## src/rtl/sram_axi_arbiter_if.sv

```systemverilog
// sram_axi_arbiter_if: AXI3 master port bundle between the arbiter and the SoC interconnect
interface sram_axi_arbiter_if;
    logic [3:0]  arid;
    logic [31:0] araddr;
    logic [3:0]  arlen;
    logic [2:0]  arsize;
    logic [1:0]  arburst;
    logic [1:0]  arlock;
    logic [3:0]  arcache;
    logic [2:0]  arprot;
    logic        arvalid;
    logic        arready;
    logic [3:0]  rid;
    logic [31:0] rdata;
    logic        rlast;
    logic        rvalid;
    logic        rready;
    logic [3:0]  awid;
    logic [31:0] awaddr;
    logic [3:0]  awlen;
    logic [2:0]  awsize;
    logic [1:0]  awburst;
    logic [1:0]  awlock;
    logic [3:0]  awcache;
    logic [2:0]  awprot;
    logic        awvalid;
    logic        awready;
    logic [3:0]  wid;
    logic [31:0] wdata;
    logic [3:0]  wstrb;
    logic        wlast;
    logic        wvalid;
    logic        wready;
    logic        bvalid;
    logic        bready;

    modport master (
        output arid, araddr, arlen, arsize, arburst, arlock, arcache, arprot, arvalid,
        input  arready,
        input  rid, rdata, rlast, rvalid,
        output rready,
        output awid, awaddr, awlen, awsize, awburst, awlock, awcache, awprot, awvalid,
        input  awready,
        output wid, wdata, wstrb, wlast, wvalid,
        input  wready,
        input  bvalid,
        output bready
    );

    modport slave (
        input  arid, araddr, arlen, arsize, arburst, arlock, arcache, arprot, arvalid,
        output arready,
        output rid, rdata, rlast, rvalid,
        input  rready,
        input  awid, awaddr, awlen, awsize, awburst, awlock, awcache, awprot, awvalid,
        output awready,
        input  wid, wdata, wstrb, wlast, wvalid,
        output wready,
        output bvalid,
        input  bready
    );
endinterface

```

## src/rtl/sram_axi_arbiter.sv

```systemverilog
// sram_axi_arbiter: serialises fetch and data SRAM-like requests onto one AXI3 master, data first
module sram_axi_arbiter #(
    parameter logic [3:0] INST_ID = 4'd0,
    parameter logic [3:0] DATA_ID = 4'd1
) (
    input  logic               cpu_clk_50M,
    input  logic               cpu_rst_n,
    input  logic               inst_req,
    input  logic [31:0]        inst_addr,
    output logic               inst_addr_ok,
    output logic               inst_data_ok,
    output logic [31:0]        inst_rdata,
    input  logic               data_req,
    input  logic               data_wr,
    input  logic [1:0]         data_size,
    input  logic [31:0]        data_addr,
    input  logic [31:0]        data_wdata,
    output logic               data_addr_ok,
    output logic               data_data_ok,
    output logic [31:0]        data_rdata,
    sram_axi_arbiter_if.master axi
);
    typedef enum logic [2:0] {IDLE, RD_ADDR, RD_DATA, WR_ADDR, WR_RESP} state_t;

    state_t      state;
    logic        owner_data;
    logic [3:0]  id_q;
    logic [31:0] addr_q;
    logic [1:0]  size_q;
    logic [31:0] wdata_q;
    logic [3:0]  strb_q;
    logic [31:0] inst_rdata_q;
    logic [31:0] data_rdata_q;
    logic        arvalid_q;
    logic        rready_q;
    logic        awvalid_q;
    logic        wvalid_q;
    logic        bready_q;
    logic        aw_done;
    logic        w_done;
    logic        grant_data;
    logic        grant_inst;
    logic        r_hs;
    logic        b_hs;
    logic        aw_hs;
    logic        w_hs;
    logic [3:0]  strb_nxt;

    // Arbitration, handshakes and pass-through read data; everything is masked while reset is held
    always_comb begin
        grant_data   = cpu_rst_n && state == IDLE && data_req;
        grant_inst   = cpu_rst_n && state == IDLE && !data_req && inst_req;
        r_hs         = cpu_rst_n && state == RD_DATA && axi.rvalid;
        b_hs         = cpu_rst_n && state == WR_RESP && axi.bvalid;
        aw_hs        = awvalid_q && axi.awready;
        w_hs         = wvalid_q && axi.wready;
        strb_nxt     = data_size == 2'd0 ? 4'b0001 << data_addr[1:0] :
                       data_size == 2'd1 ? (data_addr[1] ? 4'b1100 : 4'b0011) : 4'b1111;
        inst_addr_ok = grant_inst;
        data_addr_ok = grant_data;
        inst_data_ok = r_hs && !owner_data;
        data_data_ok = (r_hs && owner_data) || b_hs;
        inst_rdata   = inst_data_ok ? axi.rdata : inst_rdata_q;
        data_rdata   = (r_hs && owner_data) ? axi.rdata : data_rdata_q;
    end

    assign axi.arid    = id_q;
    assign axi.araddr  = addr_q;
    assign axi.arlen   = 4'd0;
    assign axi.arsize  = {1'b0, size_q};
    assign axi.arburst = 2'b01;
    assign axi.arlock  = 2'd0;
    assign axi.arcache = 4'd0;
    assign axi.arprot  = 3'd0;
    assign axi.arvalid = arvalid_q;
    assign axi.rready  = rready_q;
    assign axi.awid    = id_q;
    assign axi.awaddr  = addr_q;
    assign axi.awlen   = 4'd0;
    assign axi.awsize  = {1'b0, size_q};
    assign axi.awburst = 2'b01;
    assign axi.awlock  = 2'd0;
    assign axi.awcache = 4'd0;
    assign axi.awprot  = 3'd0;
    assign axi.awvalid = awvalid_q;
    assign axi.wid     = DATA_ID;
    assign axi.wdata   = wdata_q;
    assign axi.wstrb   = strb_q;
    assign axi.wlast   = 1'b1;
    assign axi.wvalid  = wvalid_q;
    assign axi.bready  = bready_q;

    // Transaction FSM: capture the granted request, drive AXI channels, return to IDLE on response
    always_ff @(posedge cpu_clk_50M) begin
        if (!cpu_rst_n) begin
            state        <= IDLE;
            owner_data   <= 1'b0;
            id_q         <= 4'd0;
            addr_q       <= 32'd0;
            size_q       <= 2'd0;
            wdata_q      <= 32'd0;
            strb_q       <= 4'd0;
            inst_rdata_q <= 32'd0;
            data_rdata_q <= 32'd0;
            arvalid_q    <= 1'b0;
            rready_q     <= 1'b0;
            awvalid_q    <= 1'b0;
            wvalid_q     <= 1'b0;
            bready_q     <= 1'b0;
            aw_done      <= 1'b0;
            w_done       <= 1'b0;
        end else begin
            case (state)
                IDLE: begin
                    if (grant_data || grant_inst) begin
                        owner_data <= grant_data;
                        id_q       <= grant_data ? DATA_ID : INST_ID;
                        addr_q     <= grant_data ? data_addr : inst_addr;
                        size_q     <= grant_data ? data_size : 2'd2;
                        wdata_q    <= grant_data ? data_wdata : 32'd0;
                        strb_q     <= grant_data ? strb_nxt : 4'b1111;
                        if (grant_data && data_wr) begin
                            state     <= WR_ADDR;
                            awvalid_q <= 1'b1;
                            wvalid_q  <= 1'b1;
                            aw_done   <= 1'b0;
                            w_done    <= 1'b0;
                        end else begin
                            state     <= RD_ADDR;
                            arvalid_q <= 1'b1;
                        end
                    end
                end
                RD_ADDR: begin
                    if (axi.arready) begin
                        arvalid_q <= 1'b0;
                        rready_q  <= 1'b1;
                        state     <= RD_DATA;
                    end
                end
                RD_DATA: begin
                    if (axi.rvalid) begin
                        rready_q <= 1'b0;
                        state    <= IDLE;
                        if (owner_data) data_rdata_q <= axi.rdata;
                        else inst_rdata_q <= axi.rdata;
                    end
                end
                WR_ADDR: begin
                    if (aw_hs) begin
                        awvalid_q <= 1'b0;
                        aw_done   <= 1'b1;
                    end
                    if (w_hs) begin
                        wvalid_q <= 1'b0;
                        w_done   <= 1'b1;
                    end
                    if ((aw_done || aw_hs) && (w_done || w_hs)) begin
                        bready_q <= 1'b1;
                        state    <= WR_RESP;
                    end
                end
                WR_RESP: begin
                    if (axi.bvalid) begin
                        bready_q <= 1'b0;
                        state    <= IDLE;
                    end
                end
                default: state <= IDLE;
            endcase
        end
    end
endmodule
```

## src/flat_wrapper.sv

```systemverilog
// flat-port wrapper written by rule: the top's interface ports become plain ports
module sram_axi_arbiter_flat 
#(
    parameter logic [3:0] INST_ID = 4'd0,
    parameter logic [3:0] DATA_ID = 4'd1
)
  (cpu_clk_50M, cpu_rst_n, inst_req, inst_addr, inst_addr_ok, inst_data_ok, inst_rdata, data_req, data_wr, data_size, data_addr, data_wdata, data_addr_ok, data_data_ok, data_rdata, axi_arid, axi_araddr, axi_arlen, axi_arsize, axi_arburst, axi_arlock, axi_arcache, axi_arprot, axi_arvalid, axi_arready, axi_rid, axi_rdata, axi_rlast, axi_rvalid, axi_rready, axi_awid, axi_awaddr, axi_awlen, axi_awsize, axi_awburst, axi_awlock, axi_awcache, axi_awprot, axi_awvalid, axi_awready, axi_wid, axi_wdata, axi_wstrb, axi_wlast, axi_wvalid, axi_wready, axi_bvalid, axi_bready);
  sram_axi_arbiter_if axi_i ();
  input  logic cpu_clk_50M;
  input  logic cpu_rst_n;
  input  logic inst_req;
  input  logic [31:0] inst_addr;
  output logic inst_addr_ok;
  output logic inst_data_ok;
  output logic [31:0] inst_rdata;
  input  logic data_req;
  input  logic data_wr;
  input  logic [1:0] data_size;
  input  logic [31:0] data_addr;
  input  logic [31:0] data_wdata;
  output logic data_addr_ok;
  output logic data_data_ok;
  output logic [31:0] data_rdata;
  output wire logic [$bits(axi_i.arid)-1:0] axi_arid;
  output wire logic [$bits(axi_i.araddr)-1:0] axi_araddr;
  output wire logic [$bits(axi_i.arlen)-1:0] axi_arlen;
  output wire logic [$bits(axi_i.arsize)-1:0] axi_arsize;
  output wire logic [$bits(axi_i.arburst)-1:0] axi_arburst;
  output wire logic [$bits(axi_i.arlock)-1:0] axi_arlock;
  output wire logic [$bits(axi_i.arcache)-1:0] axi_arcache;
  output wire logic [$bits(axi_i.arprot)-1:0] axi_arprot;
  output wire logic [$bits(axi_i.arvalid)-1:0] axi_arvalid;
  input wire logic [$bits(axi_i.arready)-1:0] axi_arready;
  input wire logic [$bits(axi_i.rid)-1:0] axi_rid;
  input wire logic [$bits(axi_i.rdata)-1:0] axi_rdata;
  input wire logic [$bits(axi_i.rlast)-1:0] axi_rlast;
  input wire logic [$bits(axi_i.rvalid)-1:0] axi_rvalid;
  output wire logic [$bits(axi_i.rready)-1:0] axi_rready;
  output wire logic [$bits(axi_i.awid)-1:0] axi_awid;
  output wire logic [$bits(axi_i.awaddr)-1:0] axi_awaddr;
  output wire logic [$bits(axi_i.awlen)-1:0] axi_awlen;
  output wire logic [$bits(axi_i.awsize)-1:0] axi_awsize;
  output wire logic [$bits(axi_i.awburst)-1:0] axi_awburst;
  output wire logic [$bits(axi_i.awlock)-1:0] axi_awlock;
  output wire logic [$bits(axi_i.awcache)-1:0] axi_awcache;
  output wire logic [$bits(axi_i.awprot)-1:0] axi_awprot;
  output wire logic [$bits(axi_i.awvalid)-1:0] axi_awvalid;
  input wire logic [$bits(axi_i.awready)-1:0] axi_awready;
  output wire logic [$bits(axi_i.wid)-1:0] axi_wid;
  output wire logic [$bits(axi_i.wdata)-1:0] axi_wdata;
  output wire logic [$bits(axi_i.wstrb)-1:0] axi_wstrb;
  output wire logic [$bits(axi_i.wlast)-1:0] axi_wlast;
  output wire logic [$bits(axi_i.wvalid)-1:0] axi_wvalid;
  input wire logic [$bits(axi_i.wready)-1:0] axi_wready;
  input wire logic [$bits(axi_i.bvalid)-1:0] axi_bvalid;
  output wire logic [$bits(axi_i.bready)-1:0] axi_bready;
  assign axi_arid = axi_i.arid;
  assign axi_araddr = axi_i.araddr;
  assign axi_arlen = axi_i.arlen;
  assign axi_arsize = axi_i.arsize;
  assign axi_arburst = axi_i.arburst;
  assign axi_arlock = axi_i.arlock;
  assign axi_arcache = axi_i.arcache;
  assign axi_arprot = axi_i.arprot;
  assign axi_arvalid = axi_i.arvalid;
  assign axi_i.arready = axi_arready;
  assign axi_i.rid = axi_rid;
  assign axi_i.rdata = axi_rdata;
  assign axi_i.rlast = axi_rlast;
  assign axi_i.rvalid = axi_rvalid;
  assign axi_rready = axi_i.rready;
  assign axi_awid = axi_i.awid;
  assign axi_awaddr = axi_i.awaddr;
  assign axi_awlen = axi_i.awlen;
  assign axi_awsize = axi_i.awsize;
  assign axi_awburst = axi_i.awburst;
  assign axi_awlock = axi_i.awlock;
  assign axi_awcache = axi_i.awcache;
  assign axi_awprot = axi_i.awprot;
  assign axi_awvalid = axi_i.awvalid;
  assign axi_i.awready = axi_awready;
  assign axi_wid = axi_i.wid;
  assign axi_wdata = axi_i.wdata;
  assign axi_wstrb = axi_i.wstrb;
  assign axi_wlast = axi_i.wlast;
  assign axi_wvalid = axi_i.wvalid;
  assign axi_i.wready = axi_wready;
  assign axi_i.bvalid = axi_bvalid;
  assign axi_bready = axi_i.bready;
  sram_axi_arbiter #(.INST_ID(INST_ID), .DATA_ID(DATA_ID)) u_core (.cpu_clk_50M(cpu_clk_50M), .cpu_rst_n(cpu_rst_n), .inst_req(inst_req), .inst_addr(inst_addr), .inst_addr_ok(inst_addr_ok), .inst_data_ok(inst_data_ok), .inst_rdata(inst_rdata), .data_req(data_req), .data_wr(data_wr), .data_size(data_size), .data_addr(data_addr), .data_wdata(data_wdata), .data_addr_ok(data_addr_ok), .data_data_ok(data_data_ok), .data_rdata(data_rdata), .axi(axi_i));
endmodule
```

## config.mk

```make
export PLATFORM = sky130hd
export DESIGN_NAME = sram_axi_arbiter_flat
export DESIGN_NICKNAME = d
export VERILOG_FILES = /design/src/rtl/sram_axi_arbiter_if.sv /design/src/rtl/sram_axi_arbiter.sv /design/src/flat_wrapper.sv
export SDC_FILE = /design/constraint.sdc
export NUM_CORES = 1
export LEC_CHECK = 0
export BUFFER_PORTS_ARGS = -buffer_cell sky130_fd_sc_hd__clkbuf_2
export CAP_MARGIN = 10
export CORE_AREA = 10 10 135 137
export CTS_CLUSTER_SIZE = 24
export DETAILED_ROUTE_END_ITERATION = 10
export DIE_AREA = 0 0 145 147
export GPL_TIMING_DRIVEN = 0
export PLACE_DENSITY = 0.86
export SYNTH_ARGS = -nofsm -noshare
export SYNTH_HDL_FRONTEND = slang
export SYNTH_SLANG_ARGS = --single-unit
export TNS_END_PERCENT = 50
```

## constraint.sdc

```tcl
create_clock -name cpu_clk_50M -period 3.7 [get_ports cpu_clk_50M]
set_input_delay 0.37 -clock cpu_clk_50M [delete_from_list [all_inputs] [get_ports cpu_clk_50M]]
set_output_delay 0.37 -clock cpu_clk_50M [all_outputs]
set_load 0.005 [all_outputs]
```

==> reports/metrics.yaml, run 1 <==
die_h_um: 147
power.leakage_nw: 4.70
slew_viol_final: 0
crit_required_ns: 3.33
synth_seq_cells: 145
track_usage_pct: 21.4
min_to: "u_core.inst_rdata_q[20]"
regToRegEndpoint: "u_core.axi.araddr[29]"
yosysTopAreaCell: "dfxtp_1"
drive_gt1_share_pct: 50.8
cp.arrival_ns: 2.40
worstHoldStart: "axi_rdata[20]"
clockBufferDepth: 2
yosysWarnings: 0
wl_per_cell_um: 17.8
dp_hpwl_um: 19400
grt_pass1_wl_um: 37300
synthCells: 750
synth_area_leaders: "dfxtp_1 40%, mux2_2 10%, buf_4 8.5%"
drc_errors: 0
ant_nets: 0
relSlewSlack_pct: 58.5
hold_depth: 2
area.growth.synth_to_final_pct: 36.3
path_class: "reg2out"
grt_pass1_vias: 6903
ir_worst_vdd_uv: 319
period_minus_slack_ns: 2.77
synth_top_area_share_pct: 40.4
ys_seq_area_share_pct: 40.4
cts_buffers: 17
setup_tns_ns: 0
startpoint_type: "register"
r2r_start: "u_core.state[0]"
fin_nets: 1272
synth_area_mm2: 0.00718
drt-total-wl_um: 24100
hold_buffers: 0
cts_tree: "done"
path_max_fanout: 10
rsz0062_at_grt: "false"
ioPinCount: 367
post_cts_buffers: 0
async_reset_ff_share_pct: 0
dieArea_mm2: 0.0213
antenna_found_initial: 0
h-tree-depth: 4
diodes: 0
drtPass1Iterations: 4
cts.sinks: 145
vias_per_cell: 4.97
clkLatencyLatePin_ns: 0.43
vias: 6740
p_per_area_mw_per_mm2: 477
core_area_mm2: 0.0156
cts_resized: 0
setup_viol: 0
fmax_mhz: 361
period_share_pct: 74.8
hold_path.class: "in2reg"
critPathCaptureType: "output port"
hold_viol_final: 0
ys.flop_type: "dfxtp_1"
fin_skew_ns: 0.0144
r2r_setup_slack_ns: 1.74
fin_area_mm2: 0.00978
initial_core_util_pct: 46.0
die_w_um: 145
syn_area_per_cell_um2: 9.57
synth_edf_count: 0
status: "completed"
yosysUniqueCellTypes: 44
ff2ff_path_depth: 5
overflow: 0
grt_max_degree: 17
tightestPinTransition_ns: 0.623
root_buffer: "clkbuf_16"
port_buffers: 317
drtIter0Drc: 317
place.gp.congestion: 0.831
rows: 46
clk_pin_slew_ns: 0.06
drv_cap: 0
postPlaceCellArea_mm2: 0.00919
Yosys cell counts, types with 2 or more instances:
library cell	n
mux2i_1	2
nand2_1	75
nor2b_1	69
buf_6	4
a32oi_1	2
a21boi_0	38
a22oi_1	10
mux2_2	64
buf_2	21
inv_1	4
o221a_2	31
a21oi_1	34
nor3b_1	3
buf_4	81
o31ai_1	3
a22oi_2	27
nor4b_1	2
dfxtp_1	145
clkbuf_1	32
a22o_1	32
nor3_1	3
conb_1	2
nor2_1	42
nand3_1	4
sequential cells by signal (all words and copies together) (netlist names):
| signal | flops |
|---|---|
| u_core.w_done | 1 |
| u_core.axi.wdata | 32 |
| u_core.size_q | 2 |
| u_core.owner_data | 1 |
| u_core.axi.rready | 1 |
| u_core.inst_rdata_q | 32 |
| u_core.axi.wstrb | 4 |
| u_core.axi.araddr | 32 |
| u_core.data_rdata_q | 32 |
| u_core.aw_done | 1 |
| u_core.axi.awvalid | 1 |
| u_core.axi.arvalid | 1 |
| u_core.state | 3 |
| u_core.axi.wvalid | 1 |
| u_core.axi.bready | 1 |
critical path: stages (launching register included):
cell and delay, ns:
dfxtp_1 0.31, buf_2 0.17, and4bb_2 0.37, and3_1 0.18, buf_2 0.25, buf_4 0.24
mux2_2 0.35, clkbuf_2 0.12
per-layer routing:
metal	up-vias	global-route usage (%)	share of wire, %
met5	-	0	0
met4	0	6.44	1.6
met2	270	37.3	50
met1	3170	24.0	41
li1	3271	-	-
met3	29	7.49	7.1
power by group:
part | leakage (nW) | internal [mW] | switching [mW]
Combinational | 3.24 | 0.574 | 0.542
Clock | 0.283 | 1.05 | 0.691
Sequential | 1.18 | 1.71 | 0.109
Total | 4.70 | 3.33 | 1.34
cells by family (layout without fill, tap and decap cells):
logic type	Yosys count	in the layout	synth area share, %
AO/OA/AOI/OAI	185	185	22.3
buffers and inverters	144	493	12.6
flip-flops	145	145	40.4
multiplexers	66	66	10.3
other	2	43	0.105
AND/OR/NAND/NOR	208	208	14.3
worst max path at each step:
stage                    start              to  cells after the start
2_1_floorplan  u_core.state[2]  inst_rdata[10]                      6
6_report       u_core.state[2]   inst_rdata[3]                      7
3_3_place_gp         cpu_rst_n  data_rdata[15]                      6
4_1_cts        u_core.state[2]   inst_rdata[3]                      7
5_1_grt        u_core.state[2]  inst_rdata[15]                      7
3_5_place_dp         cpu_rst_n  data_rdata[15]                      6
layout by cell type (no fill, tap or decap), drive strengths merged, types with 4 or more instances in the layout:
master and count:
inv 8, a22o 32, buf 107, nand3 4, a21oi 34, nand2 75, clkbuf 370, dfxtp 145
clkinvlp 4, conb 43, a22oi 37, a21boi 39, nor2 43, o221a 31, mux2 64, nor2b 69
layout make-up:
class / count / area, um2
clock inverter: 11 / 126
multi-input combinational: 502 / 3530
tap: 216 / 270
clock buffer: 21 / 470
buffer: 139 / 882
fill: 1305 / 5810
sequential: 145 / 2900
inverter: 5 / 18.8
timing repair buffer: 317 / 1590
per-stage QoR:
stage / total power, mW / instances / util, % / hold WS (ns) / worst slack [ns]
after floorplan: 2.49 / 791 / - / 0.438 / 1.70
after global placement: 2.93 / 1324 / 58.9 / 0.446 / 1.26
after detailed placement: 2.96 / 1324 / 58.9 / 0.454 / 1.21
after CTS: 4.69 / 1356 / 62.7 / 0.199 / 0.892
after global routing: 4.89 / 1356 / 62.7 / 0.209 / 0.809
final: 4.67 / 1356 / 62.7 / 0.205 / 0.931
Note: power is estimated with default switching activity, not from simulation.
==> run 2, diff against run 1 <==
--- a/config.mk
+++ b/config.mk
@@ -5,12 +5,13 @@
 export SDC_FILE = /design/constraint.sdc
 export NUM_CORES = 1
 export LEC_CHECK = 0
+export ABC_AREA = 1
 export BUFFER_PORTS_ARGS = -buffer_cell sky130_fd_sc_hd__clkbuf_2
 export CAP_MARGIN = 10
-export CORE_AREA = 10 10 135 137
+export CORE_MARGIN = 10
+export CORE_UTILIZATION = 45
 export CTS_CLUSTER_SIZE = 24
 export DETAILED_ROUTE_END_ITERATION = 10
-export DIE_AREA = 0 0 145 147
 export GPL_TIMING_DRIVEN = 0
 export PLACE_DENSITY = 0.86
 export SYNTH_ARGS = -nofsm -noshare
==> constraint.sdc (replaced) <==
create_clock -name cpu_clk_50M -period 2.6 [get_ports cpu_clk_50M]
set_input_delay 0.26 -clock cpu_clk_50M [delete_from_list [all_inputs] [get_ports cpu_clk_50M]]
set_output_delay 0.26 -clock cpu_clk_50M [all_outputs]
set_load 0.005 [all_outputs]
==> run 2 against run 1 <==
Die area shrank 5.2%; worst hold slack lost 0.14 ns; largest cell class is now flip-flops and latches; clock-buffer cell count shrank 2; non-clock buffer count shrank 1; clock skew shrank 0.0089 ns; synthesized cell count grew 22%.
==> reports/metrics.yaml, run 2 <==
fin_nets: 1438
min_to: "u_core.axi.wdata[5]"
cp-startpoint: "u_core.state[1]"
yosysTopAreaCell: "dfxtp_1"
setup_ws_ns: 0.120
synthCells: 915
hold_path.class: "in2reg"
cts_buffers: 17
async_reset_ff_share_pct: 0
vias_per_cell: 5.02
drtIter0Drc: 537
ant_nets: 0
ys_seq_area_share_pct: 43.2
relSlewSlack_pct: 59.6
cp.arrival_ns: 2.22
r2r_start: "u_core.state[0]"
r2r_setup_slack_ns: 0.68
die_w_um: 142
grt_pass1_wl_um: 40000
slew_viol_final: 0
yosysUniqueCellTypes: 29
pwr-share-clk_pct: 37.6
die_h_um: 142
synth_area_leaders: "dfxtp_1 43%, o21ai_0 11%, nand2_1 9.3%"
regToRegEndpoint: "u_core.axi.araddr[17]"
place.gp.congestion: 0.886
fmax_mhz: 403
drc_errors: 0
drtPass1Iterations: 5
synth_edf_count: 0
mostFrequentLayoutCells: "320 x clkbuf_2, 167 x nand2_1, 144 x dfxtp_1"
clockBufferDepth: 2
period_share_pct: 95.4
diodes: 0
ir_worst_vdd_uv: 677
dp_cells: 1457
switchingPower_mw: 2.32
grt_max_degree: 17
path_class: "reg2out"
synth_seq_cells: 145
grt_pass1_vias: 7433
wl_per_cell_um: 17.4
synth.most_common_cell: "nand2_1"
area.growth.synth_to_final_pct: 40.0
initial_core_util_pct: 46.0
p_comb_share_pct: 26.1
h-tree-depth: 4
drive_gt1_share_pct: 37.8
antenna_found_initial: 0
dieArea_mm2: 0.0202
yosysWarnings: 0
root_buffer: "clkbuf_16"
syn_area_per_cell_um2: 7.34
mostFrequentLayoutCell: "clkbuf_2"
hold_buffers: 0
startpoint_type: "register"
core_area_mm2: 0.0146
power.leakage_nw: 4.65
synth_area_mm2: 0.00672
rows: 44
critPathCaptureType: "output port"
hold_ws_ns: 0.0668
p_per_area_mw_per_mm2: 818
finalNonFillerCells: 1490
dp_hpwl_um: 20500
path_max_fanout: 10
ys.flop_type: "dfxtp_1"
period_minus_slack_ns: 2.48
drv_cap: 0
setup_viol: 0
cellInternalPower_mw: 5.38
track_usage_pct: 24.6
setup_tns_ns: 0
worstHoldStart: "data_wdata[5]"
fin_skew_ns: 0.00556
drt-total-wl_um: 26000
ff2ff_path_depth: 5
port_buffers: 317
seq_power_share_pct: 36.2
hold_viol_final: 0
tightestPinTransition_ns: 0.606
clk_pin_slew_ns: 0.06
synth_top_area_share_pct: 43.2
cts_tree: "done"
status: "completed"
synthTopCellsByCount: "167 x nand2_1, 148 x o21ai_0, 145 x dfxtp_1"
post-place-ws_ns: 0.366
clkLatencyLatePin_ns: 0.42
ioPinCount: 367
cts.sinks: 145
crit_required_ns: 2.34
swShare_pct: 30.1
overflow: 0
vias: 7473
hold_depth: 3
## run 2: cells by family (layout without fill, tap and decap cells)
| kind of cell | after synthesis | in the layout | synth area share (%) |
|---|---|---|---|
| AO/OA/AOI/OAI | 278 | 278 | 21.5 |
| buffers and inverters | 228 | 578 | 18.2 |
| flip-flops | 145 | 145 | 43.2 |
| other | 2 | 43 | 0.112 |
| AND/OR/NAND/NOR | 262 | 262 | 17.0 |
## run 2: how the worst max path moves through the flow
stage                                end  slack (ns)  depth (start not counted)
after detailed placement  inst_rdata[31]        0.37                         10
after CTS                 inst_rdata[24]      -0.002                         10
final                     inst_rdata[21]        0.12                         10
after floorplan           inst_rdata[10]        0.96                         10
after global routing      inst_rdata[21]     -0.0006                         10
after global placement    inst_rdata[31]        0.39                         10
## run 2: metrics by stage
stage	cell area (um2)	total power [mW]	util (%)
after floorplan	6870	3.87	-
after global placement	8690	4.76	59.6
after detailed placement	8690	4.81	59.6
after CTS	9390	7.71	64.4
after global routing	9410	8.07	64.5
final	9410	7.70	64.5
## run 2: worst max-delay path, cell delays in order, from the launching register on
cell      delay (ns)
dfxtp_2         0.37
inv_1           0.06
nor3_2          0.13
nand2_1         0.13
inv_2           0.09
nand2_2         0.13
nor2_4          0.16
inv_2           0.08
clkbuf_1        0.23
o21ai_1         0.24
clkbuf_2        0.16
## run 2: timing repair
action                     in CTS  in global routing
setup buffers                   0                  1
resized for setup               7                 10
pin swaps                       0                  1
setup endpoints to repair       7                 35
## run 2: power by group through the flow
stage               Clock (mW)  Combinational, mW  Sequential [mW]
global route              3.01               2.24             2.82
floorplan                    0               1.10             2.78
global placement             0               1.95             2.81
finish                    2.90               2.01             2.79
detailed placement           0               1.99             2.82
CTS                       2.92               2.01             2.78
## run 2: layer usage
layer	wire [um]	GRT usage [%]
met2	13000	42.8
met4	583	8.12
met5	0	0
met1	9320	26.1
met3	3080	10.5
## run 2: area by class of cell
type,count,area (um2)
Buffer,137,885
Inverter,91,342
Multi-Input combinational cell,583,2750
Sequential cell,145,2900
Timing Repair Buffer,318,1590
Fill cell,1234,5180
Tap cell,184,230
Clock buffer,19,443
Clock inverter,13,258
